===== src/rtl/ps2_pkg.sv =====
// PS/2 receive path shared definitions.
//   ps2_state_t    - receive FSM states
//   PS2_DATA_BITS  - payload bits per frame
//   PS2_FRAME_BITS - total bits per frame (start, data, parity, stop)
//   odd_parity_ok  - true when the data byte plus parity bit hold an odd number of ones
package ps2_pkg;

  typedef enum logic [2:0] {
    IDLE   = 3'd0,
    DATA   = 3'd1,
    PARITY = 3'd2,
    STOP   = 3'd3,
    WRITE  = 3'd4
  } ps2_state_t;

  localparam int PS2_DATA_BITS  = 8;
  localparam int PS2_FRAME_BITS = 11;

  function automatic logic odd_parity_ok(input logic [PS2_DATA_BITS-1:0] data_byte,
                                         input logic                     p);
    return ^{data_byte, p};
  endfunction

endpackage


===== src/rtl/ps2_line_filter.sv =====
// Input conditioning for the PS/2 pins.
//   clock, reset  - system clock, synchronous active-high reset
//   ps2_clk       - raw PS/2 clock pin (asynchronous)
//   ps2_data      - raw PS/2 data pin (asynchronous)
//   fall          - 1-cycle pulse on a falling edge of the filtered PS/2 clock
//   data_s        - synchronized PS/2 data, aligned with fall
// Both pins go through 2-flop synchronizers. The clock level only changes after
// FILTER_LEN consecutive synchronized samples disagree with the current level,
// so short glitches on the cable never produce a fall pulse.
module ps2_line_filter #(
  parameter int FILTER_LEN = 8
) (
  input  logic clock,
  input  logic reset,
  input  logic ps2_clk,
  input  logic ps2_data,
  output logic fall,
  output logic data_s
);

  localparam int CW = (FILTER_LEN > 1) ? $clog2(FILTER_LEN) : 1;
  localparam logic [CW-1:0] CNT_LOAD = CW'(FILTER_LEN - 1);

  logic [1:0]    clk_sync;
  logic [1:0]    dat_sync;
  logic          clk_filt;
  logic [CW-1:0] stab_cnt;

  always_ff @(posedge clock) begin
    if (reset) begin
      clk_sync <= 2'b11;
      dat_sync <= 2'b11;
      clk_filt <= 1'b1;
      stab_cnt <= CNT_LOAD;
      fall     <= 1'b0;
      data_s   <= 1'b1;
    end else begin
      clk_sync <= {clk_sync[0], ps2_clk};
      dat_sync <= {dat_sync[0], ps2_data};
      data_s   <= dat_sync[1];
      fall     <= 1'b0;
      // Down-counter reloads whenever the sample agrees with the filtered level;
      // terminal count on a disagreeing sample means FILTER_LEN in a row.
      if (clk_sync[1] == clk_filt) begin
        stab_cnt <= CNT_LOAD;
      end else if (stab_cnt == '0) begin
        clk_filt <= clk_sync[1];
        stab_cnt <= CNT_LOAD;
        fall     <= clk_filt;
      end else begin
        stab_cnt <= stab_cnt - 1'b1;
      end
    end
  end

endmodule


===== src/rtl/ps2_rx_ram_writer.sv =====
// PS/2 frame receiver feeding the RAMps2 scancode ring buffer write port.
//   clock, reset  - system clock, synchronous active-high reset
//   ps2_clk/data  - raw PS/2 pins
//   wraddress     - RAM write address (holds last written address)
//   data          - RAM write data (holds last written byte)
//   wren          - 1-cycle write strobe per valid frame
//   frame_count   - bytes written since reset, wraps at 256
//   parity_err    - 1-cycle pulse, frame dropped for bad parity
//   frame_err     - 1-cycle pulse, frame dropped for stop bit 0 or timeout
//   busy          - high while a frame is in progress
//
// state  | meaning
// IDLE   | waiting for a start bit (fall with data low)
// DATA   | shifting in D0..D7, LSB first
// PARITY | waiting for the parity bit
// STOP   | waiting for the stop bit, then judge the frame
// WRITE  | wren high for this cycle, pointer advances at its end
module ps2_rx_ram_writer
  import ps2_pkg::*;
#(
  parameter int ADDR_W         = 4,
  parameter int FILTER_LEN     = 8,
  parameter int TIMEOUT_CYCLES = 50000
) (
  input  logic              clock,
  input  logic              reset,
  input  logic              ps2_clk,
  input  logic              ps2_data,
  output logic [ADDR_W-1:0] wraddress,
  output logic [7:0]        data,
  output logic              wren,
  output logic [7:0]        frame_count,
  output logic              parity_err,
  output logic              frame_err,
  output logic              busy
);

  localparam int TW = (TIMEOUT_CYCLES > 1) ? $clog2(TIMEOUT_CYCLES) : 1;
  localparam logic [TW-1:0] TO_LAST  = TW'(TIMEOUT_CYCLES - 1);
  localparam logic [2:0]    BIT_LAST = 3'(PS2_DATA_BITS - 1);

  logic                     fall;
  logic                     data_s;
  ps2_state_t               state;
  logic [PS2_DATA_BITS-1:0] shreg;
  logic                     par_bit;
  logic [2:0]               bit_cnt;
  logic [TW-1:0]            to_cnt;
  logic [ADDR_W-1:0]        ptr;

  ps2_line_filter #(
    .FILTER_LEN (FILTER_LEN)
  ) u_line_filter (
    .clock    (clock),
    .reset    (reset),
    .ps2_clk  (ps2_clk),
    .ps2_data (ps2_data),
    .fall     (fall),
    .data_s   (data_s)
  );

  always_ff @(posedge clock) begin
    if (reset) begin
      state       <= IDLE;
      shreg       <= '0;
      par_bit     <= 1'b0;
      bit_cnt     <= '0;
      to_cnt      <= '0;
      ptr         <= '0;
      wraddress   <= '0;
      data        <= '0;
      wren        <= 1'b0;
      frame_count <= '0;
      parity_err  <= 1'b0;
      frame_err   <= 1'b0;
      busy        <= 1'b0;
    end else begin
      wren       <= 1'b0;
      parity_err <= 1'b0;
      frame_err  <= 1'b0;
      case (state)
        IDLE: begin
          to_cnt <= '0;
          // A fall with data high is line noise, not a start bit.
          if (fall && !data_s) begin
            state   <= DATA;
            bit_cnt <= '0;
            busy    <= 1'b1;
          end
        end

        DATA, PARITY, STOP: begin
          if (fall) begin
            to_cnt <= '0;
            if (state == DATA) begin
              shreg   <= {data_s, shreg[PS2_DATA_BITS-1:1]};
              bit_cnt <= bit_cnt + 1'b1;
              if (bit_cnt == BIT_LAST) state <= PARITY;
            end else if (state == PARITY) begin
              par_bit <= data_s;
              state   <= STOP;
            end else begin
              state <= IDLE;
              busy  <= 1'b0;
              if (!odd_parity_ok(shreg, par_bit)) begin
                parity_err <= 1'b1;
              end else if (!data_s) begin
                frame_err <= 1'b1;
              end else begin
                state     <= WRITE;
                busy      <= 1'b1;
                wren      <= 1'b1;
                data      <= shreg;
                wraddress <= ptr;
              end
            end
          end else if (to_cnt == TO_LAST) begin
            // Device stalled mid-frame: drop the partial byte.
            frame_err <= 1'b1;
            state     <= IDLE;
            busy      <= 1'b0;
            to_cnt    <= '0;
          end else begin
            to_cnt <= to_cnt + 1'b1;
          end
        end

        WRITE: begin
          // No full flag: the ring silently overwrites the oldest entry.
          ptr         <= ptr + 1'b1;
          frame_count <= frame_count + 8'd1;
          state       <= IDLE;
          busy        <= 1'b0;
        end

        default: begin
          state <= IDLE;
          busy  <= 1'b0;
        end
      endcase
    end
  end

endmodule


===== config.mk =====
export PLATFORM = sky130hd
export DESIGN_NAME = ps2_rx_ram_writer
export DESIGN_NICKNAME = d
export VERILOG_FILES = /design/src/rtl/ps2_pkg.sv /design/src/rtl/ps2_line_filter.sv /design/src/rtl/ps2_rx_ram_writer.sv
export SDC_FILE = /design/constraint.sdc
export NUM_CORES = 1
export LEC_CHECK = 0
export BUFFER_PORTS_ARGS = -buffer_cell sky130_fd_sc_hd__buf_4
export CORE_AREA = 2 2 66 94
export DETAILED_ROUTE_END_ITERATION = 10
export DIE_AREA = 0 0 68 96
export GPL_TIMING_DRIVEN = 0
export PLACE_DENSITY = 0.72
export SYNTH_ARGS = -nofsm -noshare
export SYNTH_HDL_FRONTEND = slang
export SYNTH_HIERARCHICAL = 1
export SYNTH_SLANG_ARGS = --single-unit

===== constraint.sdc =====
create_clock -name clock -period 4.2 [get_ports clock]
set_input_delay 0.42 -clock clock [delete_from_list [all_inputs] [get_ports clock]]
set_output_delay 0.42 -clock clock [all_outputs]
set_load 0.05 [all_outputs]

# Yosys cells after proc, flatten, opt, wreduce, memory -nomap -nowiden
# Index checks and enable logic that the tools add are counted.
# word_totals
regBits	69
inputBits	4
out_inout_bits	24
wordCells	93
# op_classes
addsub	5
eq_ne	14
mux	31
n_bitwise	6
reduce_logical	18
# op_table
operator	n
$mux W3	11
$mux W16	2
$pmux W16 S2	1
$add A16 B1 Y16 const B	1
$eq A16 B16 Y1 const B	1
$mux W1	14
$pmux W3 S2	2
$reduce_and A4 Y1	3
$reduce_or A3 Y1	3
$reduce_xor A9 Y1	1
$add A8 B1 Y8 const B	1
$eq A3 B2 Y1 const B	2
$eq A3 B3 Y1 const B	2
$logic_not A3 Y1	2
$ne A3 B3 Y1 const B	2
$not A1 Y1	6
$reduce_and A3 Y1	2
$reduce_and A6 Y1	1
$reduce_or A5 Y1	1
$add A4 B1 Y4 const B	1
$ne A2 B2 Y1 const B	2
$ne A4 B4 Y1 const B	1
$add A3 B1 Y3 const B	1
$eq A3 B1 Y1 const B	1
other kinds (10)	10

# Logic depth before layout (Yosys ltp)
# Gate-level depths: netlist of run 1.
# logic_depth
ltp_word	6
ltp_mapped	8
mapped_depth_nobuf	7

# By module
# Netlist of run 1, hierarchy kept.
# by_module_without_submodules
module	instances	cells_each	area_each_um2	seq_area_each_um2
ps2_rx_ram_writer	1	304	2690.1	1181.1
ps2_line_filter	1	30	355.3	200.2

# Worst setup path after synthesis of run 1
# OpenSTA, ideal clock, no wires.
# synth_path
kind	flip-flop to flip-flop
start	register par_bit
end	register data[0]
setup_time_ns	0.128
t_arrival_ns	1.837
required_ns	4.072
path_slack_ns	2.236
stages_incl_launch_ff	7
path_buffers	1
cell_sequence	dfxtp_1 xor3_1 or4_4 mux2i_4 buf_8 mux2i_1 nor2_1
# synth_via
elab_chain_cells	2
# synth_rtl
item	line	source
start: declaration	ps2_rx_ram_writer.sv:46	logic par_bit;
start signal: assignment	ps2_rx_ram_writer.sv:100	par_bit <= data_s;
$reduce_xor A9 Y1	ps2_pkg.sv:21	return ^{data_byte, p};
$reduce_and A6 Y1 (no source line)	n/a	
end signal: assignment	ps2_rx_ram_writer.sv:113	data <= shreg;
end: declaration	ps2_rx_ram_writer.sv:30	output logic [7:0] data,
# No other way between the ends.
# A chain may end at the register's enable or synchronous reset.

# Worst setup path in the final report of run 1
# layout_path
start	register state[1]
end	register to_cnt[12]
# layout_via
elab_chain_cells	3
# layout_rtl
item	line	source
start: declaration	ps2_rx_ram_writer.sv:44	ps2_state_t state;
start signal: assignment	ps2_rx_ram_writer.sv:64	state <= IDLE;
start signal: assignment	ps2_rx_ram_writer.sv:86	state <= DATA;
start signal: assignment	ps2_rx_ram_writer.sv:98	if (bit_cnt == BIT_LAST) state <= PARITY;
$eq A3 B1 Y1 / $eq A3 B2 Y1 (equally long branches)	ps2_rx_ram_writer.sv:81	case (state)
$reduce_or A3 Y1	ps2_rx_ram_writer.sv:81	
$pmux W16 S2 / $reduce_bool A2 Y1 (equally long branches)	n/a	
end signal: assignment	ps2_rx_ram_writer.sv:124	to_cnt <= to_cnt + 1'b1;
end: declaration	ps2_rx_ram_writer.sv:48	logic [TW-1:0] to_cnt;
# Several ways; a longest one is shown, not always the timed one.

==> results of run 1 <==
where the power goes:
| part | switching [µW] | internal, µW |
|---|---|---|
| sequential | 3.88 | 659 |
| combinational | 36.9 | 16.4 |
| clock | 236 | 283 |
| total | 277 | 958 |
registers in the layout, indices dropped and copies added, names as in the netlist:
| signal | flops |
|---|---|
| frame_err | 1 |
| wren | 1 |
| u_line_filter/clk_sync | 2 |
| to_cnt | 16 |
| busy | 1 |
| u_line_filter/clk_filt | 1 |
| u_line_filter/dat_sync | 2 |
| shreg | 8 |
| ptr | 4 |
| frame_count | 8 |
| u_line_filter/stab_cnt | 3 |
| par_bit | 1 |
| wraddress | 4 |
| u_line_filter/data_s | 1 |
| parity_err | 1 |
| bit_cnt | 3 |
| state | 3 |
| u_line_filter/fall | 1 |
| data | 8 |
area by class of cell:
cell class	instances	area share
sequential	69	0.392
buffer	16	0.0217
clock buffer	10	0.0391
inverter	7	0.00746
clock inverter	4	0.0142
tap	70	0.0249
multi-input combinational	242	0.443
timing repair buffer	27	0.0575
worst register-to-register path, cell delays in order (launching register included):
cell and delay [ps]:
dfxtp_1 300, buf_2 190, nor2_1 100, nor3_1 350
and2_1 230, buf_2 240, buf_2 280, a21oi_1 110
a211oi_1 240
stage by stage:
| step | utilization | total power [µW] |
|---|---|---|
| 2_1_floorplan | - | 713 |
| 4_1_cts | 0.618 | 1250 |
| 3_3_place_gp | 0.585 | 730 |
| 5_1_grt | 0.618 | 1280 |
| 6_report | 0.618 | 1230 |
| 3_5_place_dp | 0.585 | 731 |
metal layers:
| layer | routed length, µm | share of wire | vias up |
|---|---|---|---|
| met5 | 0 | 0 | - |
| met4 | 77 | 0.012 | 0 |
| met3 | 228 | 0.037 | 7 |
| met2 | 3190 | 0.52 | 48 |
| met1 | 2690 | 0.43 | 1175 |
| li1 | - | - | 1262 |
worst max-delay path by stage:
stage / from / endpoint / depth (start not counted)
floorplan: par_bit / data[0] / 6
global placement: state[1] / to_cnt[8] / 8
detailed placement: par_bit / data[3] / 6
CTS: state[1] / to_cnt[12] / 8
global route: state[1] / to_cnt[8] / 8
finish: state[1] / to_cnt[12] / 8
cells in the final DEF (no fill, tap or decap), types with 2 or more instances in the layout:
cell and n:
nand2_1 37, clkbuf_8 10, buf_2 4, nand3_1 12, buf_1 2, nand4_1 10, a21oi_1 21, a31oi_1 3
xnor2_1 7, and3_1 2, clkinvlp_4 2, a311oi_1 10, a41oi_1 4, nor2_1 42, and4_1 3, xor2_1 9
nand2b_1 5, inv_1 6, o21ai_0 9, ha_1 7, or2_2 4, a22oi_1 2, and2_2 3, and2_1 2
a211oi_1 2, and4b_1 3, buf_4 27, mux2i_1 16, clkbuf_1 9, nor3_1 5, dfxtp_1 69, nor3b_1 3
cells by family after synthesis:
logic type,count (synthesis),share of synthesized area
and+or+nand+nor,141,0.236
DFF,69,0.454
AOI/OAI and AO/OA,59,0.127
buffers and inverters,23,0.0337
xor gates and xnor gates,18,0.0612
muxes,17,0.0600
adders and majority gates,7,0.0288
==> results.py, run 1 <==
metrics = {
    "floorplan": {
        "die_y_um": 96,
        "core-area_um2": 5700,
        "die_area_um2": 6530,
        "io_pins": 28,
        "num_rows": 33,
        "die-width_um": 68,
        "initial_utilization": 0.534,
    },
    "cts": {
        "root_buffer": "clkbuf_8",
        "cts_setup_buffers": 0,
        "clk_latency_ps": 340,
        "clock_sinks": 69,
        "cts_buffers": 9,
        "ctsHoldBuffers": 0,
        "cts_tree": "built",
        "cts-resized-gates": 0,
        "h-tree-depth": 3,
        "cts_buffer_depth": 2,
        "cts.clk_slew.worst_paths_ps": 70,
    },
    "global_routing": {
        "gr-total-overflow": 0,
        "grt_util_met2": 0.378,
        "grt_pass1_wl_um": 10600,
        "use_met3": 0.0573,
        "grt_max_degree": 12,
        "busiest_layer": "met2",
        "grt_usage": 0.213,
        "antenna_found_initial": 0,
        "grt_pass1_vias": 2346,
        "use_met1": 0.238,
    },
    "job": {
        "max_cap_violations": 0,
    },
    "cells_and_area": {
        "regArea_um2": 1380,
        "drive_gt1_frac": 0.152,
        "nNetsFinal": 383,
        "stdcell_area_um2": 3520,
        "multi_input_area_um2": 1560,
        "syn2layout_area_growth_pct": 15.7,
        "stdcell_count": 445,
        "nFillCells": 529,
        "diodes": 0,
    },
    "power_and_ir_drop": {
        "p_leak_uw": 0.00131,
        "peakVddDrop_uv": 245,
        "cellPowerDensity_nw_per_um2": 350,
    },
    "route": {
        "drtPass1Iterations": 4,
        "drt-initial-drc-count": 144,
        "routed_wl_um": 6190,
        "antenna_left": 0,
        "drcViolationCount": 0,
        "vias": 2492,
        "vias_per_cell": 5.60,
        "wl_per_cell_um": 13.9,
    },
    "worst_setup_path": {
        "crit_chain": "buf_2, nor2_1, nor3_1, and2_1, buf_2, buf_2, a21oi_1, a211oi_1",
        "crit_path_top_delay_cell": "nor3_1",
        "critPathLaunchType": "flop",
        "end_kind": "flop",
        "cpPeakStageDelay_ps": 350,
        "reg2reg_slack_ps": 2070,
        "reg2regPathDepth": 8,
        "cpMostUsedCell": "buf_2",
        "worstPathArrival_ps": 2370,
        "cp.required_ps": 4450,
        "path_max_fanout": 10,
        "critPathKind": "reg2reg",
        "r2r_start": "state[1]",
        "cp_num_buf_inv": 3,
        "crit_family": "buffers and inverters",
        "timing.rr.end": "to_cnt[12]",
    },
    "synth": {
        "synth_edf_count": 0,
        "synth_commonest_cells": "dfxtp_1 (69), nor2_1 (42), nand2_1 (37)",
        "synth.net_count": 345,
        "synth_top_area_cell": "dfxtp_1",
        "ys_seq_area_frac": 0.454,
        "synth.distinct_cells": 52,
        "synth.avg_cell_area_um2": 9.12,
        "synth_top_area_frac": 0.454,
        "postSynth.asyncResetShare": 0,
        "yosysMostFrequentCell": "dfxtp_1",
        "synth_top_flop_cell": "dfxtp_1",
        "yosys_warnings": 6,
        "synth_cells": 334,
        "syn_area_um2": 3050,
        "netlist_top_cells_area": "dfxtp_1 (45%), mux2i_1 (5.3%), nor2_1 (5.2%)",
        "ys_seq_elements": 69,
    },
    "timing": {
        "slew_headroom": 0.638,
        "layout_setup_ws_ps": 2070,
        "setup_viol": 0,
        "period_minus_slack_ps": 2130,
        "tns_ps": 0,
        "worst_pin_slew_ps": 529,
        "fin_worst_skew_ps": 8.78,
        "drv_slew": 0,
        "period_share": 0.506,
        "final-hold-violation-count": 0,
        "holdWs_ps": 275,
        "grt_setup_unrepaired": "false",
        "fmax_mhz": 470,
    },
    "worst_hold_path": {
        "min_from": "ps2_data",
        "hp-class": "in2reg",
        "hold_depth": 2,
        "whs_endpoint": "u_line_filter/dat_sync[0]",
    },
    "place": {
        "portBuffers": 27,
        "hpwl_um": 4340,
        "place_inst": 431,
        "routabilityCongestion": 0.820,
        "dpl-instance-area_um2": 3340,
        "dp_slack_ps": 2090,
    },
    "outcome": {
        "outcome": "completed",
    },
}
Note: power is estimated with default switching activity, not from simulation.
==> inputs of run 2 (changes only) <==
==> constraint.sdc (replaced) <==
create_clock -name clock -period 2.1 [get_ports clock]
set_input_delay 0.21 -clock clock [delete_from_list [all_inputs] [get_ports clock]]
set_output_delay 0.21 -clock clock [all_outputs]
set_load 0.05 [all_outputs]
==> run 2 against run 1 <==
Non-clock buffer count stayed put. Count of clock-buffer cells in the layout unchanged. Register-to-register slack got worse by 2000 ps. Largest cell class unchanged. Critical endpoint is now busy. Die area is the same. Global-route usage unchanged. Critical path type unchanged.
==> results.py, run 2 (synthesis results as in run 1) <==
metrics = {
    "outcome": {
        "outcome": "completed",
    },
    "cts": {
        "clock_sinks": 69,
        "h-tree-depth": 3,
        "ctsHoldBuffers": 0,
        "root_buffer": "clkbuf_8",
        "cts_buffers": 9,
        "cts_buffer_depth": 2,
        "cts.clk_slew.worst_paths_ps": 70,
        "cts_tree": "built",
        "clk_latency_ps": 340,
    },
    "timing": {
        "grt_setup_unrepaired": "false",
        "layout_setup_ws_ps": 94.4,
        "drv_slew": 0,
        "setup_viol": 0,
        "holdWs_ps": 58.9,
        "period_share": 0.955,
        "fin_worst_skew_ps": 7.47,
        "fmax_mhz": 499,
        "final-hold-violation-count": 0,
        "period_minus_slack_ps": 2010,
        "slew_headroom": 0.612,
        "worst_pin_slew_ps": 582,
    },
    "floorplan": {
        "io_pins": 28,
        "initial_utilization": 0.534,
        "core-area_um2": 5700,
        "num_rows": 33,
        "die_area_um2": 6530,
        "die-width_um": 68,
        "die_y_um": 96,
    },
    "cells_and_area": {
        "final_common_cell": "dfxtp_1",
        "largest_reg_flops": 16,
        "regArea_um2": 1390,
        "regMostFlops": "to_cnt",
        "final_cell_mix": "dfxtp_1 (66), nor2_1 (42), nand2_1 (37)",
        "nNetsFinal": 383,
        "stdcell_area_um2": 3550,
        "syn2layout_area_growth_pct": 16.6,
        "diodes": 0,
        "drive_gt1_frac": 0.173,
        "final_util": 0.623,
        "multi_input_area_um2": 1580,
        "nFillCells": 528,
    },
    "global_routing": {
        "antenna_found_initial": 0,
        "grt_pass1_wl_um": 10600,
        "grt_util_met2": 0.379,
        "grt_pass1_vias": 2351,
        "grt_usage": 0.213,
        "grt_max_degree": 12,
        "gr-total-overflow": 0,
        "busiest_layer": "met2",
        "use_met1": 0.237,
        "use_met3": 0.0573,
    },
    "worst_setup_path": {
        "cpPeakStageDelay_ps": 390,
        "crit_chain": "nor4bb_2, nand4_1, and2_4, buf_2, o311ai_0, o41ai_1",
        "cp.required_ps": 2310,
        "crit_path_top_delay_cell": "dfxtp_1",
        "path_max_fanout": 10,
        "critPathKind": "reg2reg",
        "critPathLaunchType": "flop",
        "end_kind": "flop",
        "worstPathArrival_ps": 2220,
    },
    "route": {
        "wl_per_cell_um": 14.2,
        "drtPass1Iterations": 4,
        "routed_wl_um": 6300,
        "antenna_left": 0,
        "drcViolationCount": 0,
        "drt-initial-drc-count": 159,
        "vias_per_cell": 5.66,
        "vias": 2519,
    },
    "worst_hold_path": {
        "hp-class": "in2reg",
    },
    "power_and_ir_drop": {
        "total_power_uw": 2480,
        "peakVddDrop_uv": 492,
        "clkPwrFrac": 0.421,
        "p_leak_uw": 0.00132,
        "seqPwrFrac": 0.535,
        "p_sw_uw": 560,
        "switching_share": 0.226,
        "cellPowerDensity_nw_per_um2": 698,
        "comb_power_share": 0.045,
        "p_int_uw": 1920,
    },
    "place": {
        "portBuffers": 27,
        "routabilityCongestion": 0.820,
        "dp_slack_ps": -14.2,
        "dpl-instance-area_um2": 3340,
        "hpwl_um": 4340,
    },
    "job": {
        "max_cap_violations": 0,
    },
}
[run 2: per-layer routing]
layer,vias to the layer above,share of wire
met5,-,0
li1,1260,-
met1,1203,0.43
met4,0,0.014
met3,10,0.041
met2,46,0.51
[run 2: timing repair]
action	in CTS	in global routing
setup buffers	1	0
endpoints found under the hold margin	0	0
resized for setup	2	8
pin swaps	0	1
endpoints found under the setup margin	11	14
[run 2: final timing paths]
kind / slack [ps] / start / depth (start not counted) / endpoint
hold reg to reg: 400 / u_line_filter/stab_cnt[0] / 1 / u_line_filter/stab_cnt[0]
setup / recovery: 90 / to_cnt[12] / 6 / busy
setup reg to reg: 90 / to_cnt[12] / 6 / busy
hold / removal: 60 / ps2_data / 2 / u_line_filter/dat_sync[0]
[run 2: power by group through the flow]
stage | registers (µW) | logic [µW] | clock network, µW
detailed placement | 1350 | 107 | 0
CTS | 1330 | 108 | 1060
floorplan | 1360 | 67.4 | 0
global placement | 1350 | 105 | 0
finish | 1330 | 110 | 1040
global route | 1330 | 122 | 1110
[run 2: metrics by stage]
| stage | cells | setup TNS [ps] |
|---|---|---|
| 6_report | 445 | 0 |
| 3_5_place_dp | 431 | -52.7 |
| 3_3_place_gp | 431 | -8.25 |
| 2_1_floorplan | 334 | 0 |
| 4_1_cts | 446 | 0 |
| 5_1_grt | 445 | 0 |
[run 2: worst max-delay path, delay by kind of cell, from the launching register on]
family	cells	cell delay, ps
and+or+nand+nor	3	840
buffers and inverters	1	180
DFF	1	390
AOI/OAI and AO/OA	2	460
[run 2: layout make-up]
| cell class | instances | area share |
|---|---|---|
| inverter | 7 | 0.00740 |
| tap | 70 | 0.0247 |
| clock inverter | 4 | 0.0141 |
| multi-input combinational | 242 | 0.445 |
| sequential | 69 | 0.390 |
| buffer | 15 | 0.0211 |
| clock buffer | 10 | 0.0388 |
| timing repair buffer | 28 | 0.0592 |
